--- src/rtl/thor2022_pkg.sv ---
// Shared opcodes, prefix-group state and decode helpers for the Thor2022 prefix collector.
// The accumulator is sized for the widest build (WID=128); narrower builds mask the top.
package thor2022_pkg;

  localparam int ACC_MAX = 104;  // ext bits [127:24]

  // Opcode lives in ir[8:1]; ir[0] selects the +1 form and doubles as the field LSB.
  localparam logic [7:0] OPC_EXI8  = 8'h50;
  localparam logic [7:0] OPC_EXI24 = 8'h51;
  localparam logic [7:0] OPC_EXI40 = 8'h52;
  localparam logic [7:0] OPC_EXI56 = 8'h53;
  localparam logic [7:0] OPC_EXIM  = 8'h54;

  localparam logic [ACC_MAX-1:0] X_MASK = {48'b0, {56{1'b1}}};
  localparam logic [ACC_MAX-1:0] M_MASK = {{48{1'b1}}, 56'b0};

  typedef enum logic {ST_IDLE, ST_PEND} pfx_state_e;

  typedef struct packed {
    logic [ACC_MAX-1:0] acc;
    logic               xseen;
    logic               mseen;
    logic [2:0]         cnt;
    logic [63:0]        grp_pc;
  } pfx_group_t;

  function automatic logic is_exix(input logic [7:0] opc);
    return (opc == OPC_EXI8) || (opc == OPC_EXI24) ||
           (opc == OPC_EXI40) || (opc == OPC_EXI56);
  endfunction

  function automatic logic is_prefix(input logic [7:0] opc);
    return is_exix(opc) || (opc == OPC_EXIM);
  endfunction

endpackage

--- src/rtl/thor2022_pfx_field.sv ---
// Applies one prefix's constant field to an accumulator (extraction + sign extension).
// EXIM handling is present only when THOR_PFX_EXIM_EN is defined.
module thor2022_pfx_field
  import thor2022_pkg::*;
#(
  parameter int WID  = 128,
  parameter int IWID = 64
) (
  input  logic [IWID-1:0]    ir,
  input  logic [ACC_MAX-1:0] acc_i,
  input  logic               mseen_i,
  output logic [ACC_MAX-1:0] acc_o
);

  localparam int AW = WID - 24;
  localparam logic [ACC_MAX-1:0] W_MASK = {ACC_MAX{1'b1}} >> (ACC_MAX - AW);

  logic [7:0]         opc;
  logic [55:0]        xf;
  logic [ACC_MAX-1:0] xs;
  logic [ACC_MAX-1:0] xmask;

  // NOTE: every variable gets a default at the top of always_comb so no path infers a latch.
  always_comb begin
    opc = ir[8:1];
    case (opc)
      OPC_EXI8:  xf = {{48{ir[15]}}, ir[15:9], ir[0]};
      OPC_EXI24: xf = {{32{ir[31]}}, ir[31:9], ir[0]};
      OPC_EXI40: xf = {{16{ir[47]}}, ir[47:9], ir[0]};
      OPC_EXI56: xf = {ir[63:9], ir[0]};
      default:   xf = '0;
    endcase
    xs = {{48{xf[55]}}, xf};
    // An EXIM already in the group owns bits 80 and up; sign extension stops at 79.
    xmask = mseen_i ? X_MASK : '1;
    acc_o = acc_i;
    if (is_exix(opc)) begin
      acc_o = (acc_i & ~xmask) | (xs & xmask);
    end
`ifdef THOR_PFX_EXIM_EN
    else if (opc == OPC_EXIM) begin
      acc_o = (acc_i & ~M_MASK) | {ir[56:9], 56'b0};
    end
`else
`endif
    acc_o = acc_o & W_MASK;
  end

endmodule

--- src/rtl/thor2022_prefix_collector.sv ---
// Fetch-to-decode stage folding Thor2022 EXIx/EXIM prefixes into one packet per instruction.
// Define THOR_PFX_EXIM_EN to accept EXIM; otherwise EXIM is reported as an illegal prefix.
module thor2022_prefix_collector
  import thor2022_pkg::*;
#(
  parameter int WID     = 128,
  parameter int IWID    = 64,
  parameter int MAX_PFX = 2
) (
  input  logic            rst_i,
  input  logic            clk_i,
  input  logic            flush_i,
  input  logic            in_v_i,
  output logic            in_rdy_o,
  input  logic [IWID-1:0] ir_i,
  input  logic [63:0]     pc_i,
  output logic            out_v_o,
  input  logic            out_rdy_i,
  output logic [IWID-1:0] ir_o,
  output logic [63:0]     pc_o,
  output logic [WID-25:0] ext_o,
  output logic            extx_v_o,
  output logic            extm_v_o,
  output logic            err_o,
  output logic [63:0]     err_pc_o
);

  localparam int AW = WID - 24;

`ifdef THOR_PFX_EXIM_EN
  if (WID < 81 || WID > 128) begin : g_bad_wid
    $error("thor2022_prefix_collector: WID must be 81..128 with EXIM enabled");
  end
`else
  if (WID < 64 || WID > 128) begin : g_bad_wid
    $error("thor2022_prefix_collector: WID must be 64..128");
  end
`endif
  if (MAX_PFX < 1 || MAX_PFX > 4) begin : g_bad_max
    $error("thor2022_prefix_collector: MAX_PFX must be 1..4");
  end

  pfx_state_e         state_q, state_n;
  pfx_group_t         grp_q, grp_n, base;
  logic [ACC_MAX-1:0] pf_acc;
  logic [7:0]         opc;
  logic               accept, pfx, exix, exim, drop, illegal, restart;
  logic               out_v_q, out_v_n, out_ld, err_q, err_n;
  logic [63:0]        err_pc_q, err_pc_n, out_pc_n, pc_q;
  logic [IWID-1:0]    ir_q;
  logic [AW-1:0]      ext_q;
  logic               extx_q;

  assign in_rdy_o = ~out_v_q | out_rdy_i;
  assign accept   = in_v_i & in_rdy_o;
  assign opc      = ir_i[8:1];
  assign pfx      = is_prefix(opc);
  assign exix     = is_exix(opc);
  assign exim     = (opc == OPC_EXIM);
`ifdef THOR_PFX_EXIM_EN
  assign drop     = 1'b0;
`else
  assign drop     = exim;
`endif
  assign illegal  = drop | ((state_q == ST_PEND) &
                    ((exix & grp_q.xseen) | (exim & grp_q.mseen) | (grp_q.cnt >= 3'(MAX_PFX))));
  // An illegal prefix throws the held group away and starts a fresh one.
  assign restart  = (state_q == ST_IDLE) | illegal;
  assign base     = restart ? '0 : grp_q;

  thor2022_pfx_field #(.WID(WID), .IWID(IWID)) u_field (
    .ir      (ir_i),
    .acc_i   (base.acc),
    .mseen_i (base.mseen),
    .acc_o   (pf_acc)
  );

  always_comb begin
    state_n  = state_q;
    grp_n    = grp_q;
    out_v_n  = out_v_q & ~out_rdy_i;
    out_ld   = 1'b0;
    out_pc_n = (state_q == ST_PEND) ? grp_q.grp_pc : pc_i;
    err_n    = 1'b0;
    err_pc_n = err_pc_q;
    if (flush_i) begin
      state_n = ST_IDLE;
      grp_n   = '0;
      out_v_n = 1'b0;
    end else if (accept) begin
      if (!pfx) begin
        out_ld  = 1'b1;
        out_v_n = 1'b1;
        grp_n   = '0;
        state_n = ST_IDLE;
      end else begin
        err_n = illegal;
        if (illegal) err_pc_n = pc_i;
        if (drop) begin
          grp_n   = '0;
          state_n = ST_IDLE;
        end else begin
          grp_n.acc    = pf_acc;
          grp_n.xseen  = base.xseen | exix;
          grp_n.mseen  = base.mseen | exim;
          grp_n.cnt    = base.cnt + 3'd1;
          grp_n.grp_pc = restart ? pc_i : grp_q.grp_pc;
          state_n      = ST_PEND;
        end
      end
    end
  end

  // NOTE: sequential state uses non-blocking assignments so every register samples pre-edge values.
  always_ff @(posedge clk_i) begin
    if (rst_i) begin
      state_q  <= ST_IDLE;
      grp_q    <= '0;
      out_v_q  <= 1'b0;
      err_q    <= 1'b0;
      err_pc_q <= '0;
      // NOTE: the packet datapath is reset too, since the decoder sees it as zero after reset.
      ir_q     <= '0;
      pc_q     <= '0;
      ext_q    <= '0;
      extx_q   <= 1'b0;
    end else begin
      state_q  <= state_n;
      grp_q    <= grp_n;
      out_v_q  <= out_v_n;
      err_q    <= err_n;
      err_pc_q <= err_pc_n;
      if (out_ld) begin
        ir_q   <= ir_i;
        pc_q   <= out_pc_n;
        ext_q  <= grp_q.acc[AW-1:0];
        extx_q <= grp_q.xseen;
      end
    end
  end

`ifdef THOR_PFX_EXIM_EN
  logic extm_q;
  always_ff @(posedge clk_i) begin
    if (rst_i)       extm_q <= 1'b0;
    else if (out_ld) extm_q <= grp_q.mseen;
  end
  assign extm_v_o = extm_q;
`else
  assign extm_v_o = 1'b0;
`endif

  assign out_v_o  = out_v_q;
  assign ir_o     = ir_q;
  assign pc_o     = pc_q;
  assign ext_o    = ext_q;
  assign extx_v_o = extx_q;
  assign err_o    = err_q;
  assign err_pc_o = err_pc_q;

endmodule

--- config.mk ---
export PLATFORM = sky130hd
export DESIGN_NAME = thor2022_prefix_collector
export DESIGN_NICKNAME = d
export VERILOG_FILES = /design/src/rtl/thor2022_pkg.sv /design/src/rtl/thor2022_pfx_field.sv /design/src/rtl/thor2022_prefix_collector.sv
export SDC_FILE = /design/constraint.sdc
export NUM_CORES = 1
export LEC_CHECK = 0
export BUFFER_PORTS_ARGS = -buffer_cell sky130_fd_sc_hd__buf_2
export CAP_MARGIN = 5
export CORE_MARGIN = 1
export CORE_UTILIZATION = 55
export DETAILED_ROUTE_END_ITERATION = 16
export PLACE_DENSITY = 0.8
export SYNTH_ARGS = -nofsm -noshare
export SYNTH_HDL_FRONTEND = slang
export SYNTH_SLANG_ARGS = --single-unit
export TNS_END_PERCENT = 50
--- constraint.sdc ---
create_clock -name clk_i -period 4.5 [get_ports clk_i]
set_clock_uncertainty 0.15 [all_clocks]
set_input_delay 0.45 -clock clk_i [delete_from_list [all_inputs] [get_ports clk_i]]
set_output_delay 0.45 -clock clk_i [all_outputs]
set_load 0.1 [all_outputs]
==> flow_summary.ini <==
[routing]
wl_per_cell_um = 18.59
drt_pre_antenna_iters = 9
wl_mm = 51.84
dr.first_iter.drc_count = 1197
vias = 16014
routed_via_density = 5.742
drc_errors = 0
ant_nets = 0

[layout]
fin_nets = 2434
drive_above_1_share_pct = 23.31
nFillCells = 2617
post_layout_nonfiller_instances = 2789
utilization_pct = 67.50
area_growth_pct = 20.69

[place]
dp_cells = 2697
dpl_worst_slack_ns = 1.524
io_buffer_count = 432
place_congestion = 0.8417
dp_hpwl_mm = 32.64

[power]
p_sw_mw = 2.554
p_seq_share_pct = 44.2
combPwrFrac_pct = 11.9
vdd_ir_drop_max_mv = 0.3009
power_density_nw_per_um2 = 424.2
clkPwrFrac_pct = 43.9
internal-power_mw = 7.070
leakagePower_nw = 9.096
p_sw_share_pct = 26.53

[yosys]
synth-edff-count = 0
netlist_instances = 1994
syn-num-nets = 2127
seq_area_frac_synth_pct = 49.84
ys_warn_count = 0
postSynthAreaPerCell_um2 = 9.428
syn_area_um2 = 18800
synth_seq_cells = 468
dominantRegCellSynth = dfxtp_1
yosys.cell_types.count = 37
async_flop_share_pct = 0

[floorplanning]
core_area_um2 = 33620
start_util_pct = 55.92
die_w_um = 186.9
fp.dieH_um = 186.9
ios = 434
num_rows = 67
dieArea_um2 = 34920

[min_path]
holdPathStages = 3
hold-path-endpoint = ir_o[45]
hp-start = ir_i[45]
min_path_type = input pin to flop

[setup_path]
cp_num_buf_inv = 1
r2r_start = out_v_o
r2r_cells = 5
critPathSlowestCell = nor2_4
start_kind = flop
r2r-end = grp_q[147]
worstPathArrival_ns = 3.13
crit_chain = nor2b_1 > nor2_4 > nor2_4 > buf_4 > a21o_1
critPathMaxStageDelay_ns = 0.77
cp.required_ns = 4.84
cp-end-kind = flop
critPathTopFamily = simple AND/OR/NAND/NOR gates
cp.depth = 5
crit_top_cell = nor2_4
crit_fanout = 34
crit_type = flop to flop
r2r_slack_ns = 1.72

[clock_tree]
cts_tree = yes
cts-root-buf = clkbuf_16
cts_buffers = 48
clock_latency_ns = 0.56
path_clk_slew_ns = 0.06
h-tree-depth = 2
cts_max_path_buffers = 3
cts.sinks = 468
post-cts-setup-buffers = 0

[timing]
worst_slew_pin_slew_ns = 1.162
fin_hold_ws_ns = 0.02138
fin_setup_tns_ns = 0
hold_viol = 0
post-route-period-util_pct = 61.87
max_freq_mhz = 359.2
slew-limit-headroom_pct = 22.50
rsz0062_at_grt = no
fin_ws_ns = 1.716
slew_violations = 0
fin_crit_ns = 2.784
finalSetupViolations = 0

[flow_run]
max_cap_violations = 0

[run_status]
status = finished clean

[global_route]
grt.overflow.total = 0
grtUsageTotal_pct = 28.63
grt-busiest-layer = met2
grt_max_degree = 286
met3_usage_pct = 5.103
first_global_vias = 15052
grt_pass1_wl_mm = 81.97
grt.met2_usage_pct = 46.68
antenna_found_initial = 1
grt_use_met1_pct = 36.90
through the flow:
stage	instance area [um2]	power, mW
4_1_cts	22680	9.674
5_1_grt	22680	9.923
3_3_place_gp	20980	5.465
2_1_floorplan	18800	5.204
3_5_place_dp	20980	5.478
6_report	22690	9.624
layer usage:
metal  up-vias  share of wire [%]
met5         -                  0
met4         0                4.7
met3       144                6.7
met2       652                 47
met1      7661                 41
li1       7557                  -
synth_stat cells, types with 2 or more instances:
cell type,count,area share [%]
dfxtp_1,468,50
nand2b_1,312,10
a21oi_1,249,6.6
mux2i_1,207,11
clkbuf_1,144,2.9
nand3_1,139,3.7
o21ai_0,109,2.9
nand2_1,94,1.9
a211oi_1,65,2.6
a21o_1,49,2.0
buf_2,36,0.96
o2bb2ai_1,31,1.4
nand4b_1,26,1.2
a211o_1,16,0.75
buf_1,12,0.24
buf_6,6,0.36
nor2_1,5,0.10
inv_1,4,0.080
nand3b_1,3,0.12
and2_1,2,0.067
timing repair:
item | in CTS | in global routing
resized for setup | 0 | 0
endpoints found under the hold margin | 2 | 0
hold buffers | 2 | 0
layout by cell type, fill, tap and decap left out, drive strengths merged, types with 2 or more instances in the layout:
cell and instances:
dfxtp 468, buf 454, nand2b 312, a21oi 249, mux2i 207, nand3 139
o21ai 110, nand2 94, clkbuf 67, a211oi 65, a21o 49, o2bb2ai 31
nand4b 26, a211o 16, bufinv 9, clkinv 8, inv 6, nor2 6
diode 3, nand3b 3, and2 3, dlygate4sd3 2
cells by family (layout without fill, tap and decap cells):
kind of cell / count (synthesis) / after routing / synth area share [%]
buffers and inverters: 203 / 547 / 4.552
and+or+nand+nor: 592 / 592 / 18.00
AOI/OAI and AO/OA: 523 / 523 / 16.57
other: 1 / 4 / 0.01995
DFF: 468 / 468 / 49.84
muxes: 207 / 207 / 11.02
state kept, by name (all words and copies together) (netlist names):
signal	count
err_o	1
pc_o	64
extx_v_o	1
ext_o	104
ir_o	64
state_q	1
err_pc_o	64
grp_q	168
out_v_o	1
cell type report:
cell class | count | area [um2] | area share (%)
inverters | 4 | 15.01 | 0.06617
clock buffers | 67 | 1344 | 5.923
clock inverters | 20 | 339.1 | 1.494
diodes | 3 | 7.507 | 0.03309
repair buffers | 456 | 2420 | 10.67
multi-input cells | 1323 | 8631 | 38.04
flip-flops and latches | 468 | 9373 | 41.31
well taps | 448 | 560.5 | 2.470
worst min-delay path: cells and delay by family:
family / cells / cell delay, ns
AND/OR/NAND/NOR: 1 / 0.06
multiplexers: 1 / 0.06
buffers and inverters: 1 / 0.11
power groups by stage:
stage	clock network [mW]	registers, mW	logic, mW
2_1_floorplan	0	4.84	0.361
3_3_place_gp	0	4.34	1.13
3_5_place_dp	0	4.34	1.14
4_1_cts	4.28	4.25	1.14
5_1_grt	4.47	4.26	1.19
6_report	4.23	4.25	1.15
how the worst max path moves through the flow:
stage | end | slack (ns) | from
after floorplan | grp_q[10] | 1.36 | out_v_o
after global placement | grp_q[143] | 1.56 | ir_i[2]
after detailed placement | grp_q[131] | 1.52 | ir_i[2]
after CTS | grp_q[131] | 1.81 | out_v_o
after global routing | grp_q[131] | 1.57 | out_v_o
final | grp_q[147] | 1.72 | out_v_o
(Power assumes the default switching activity.)
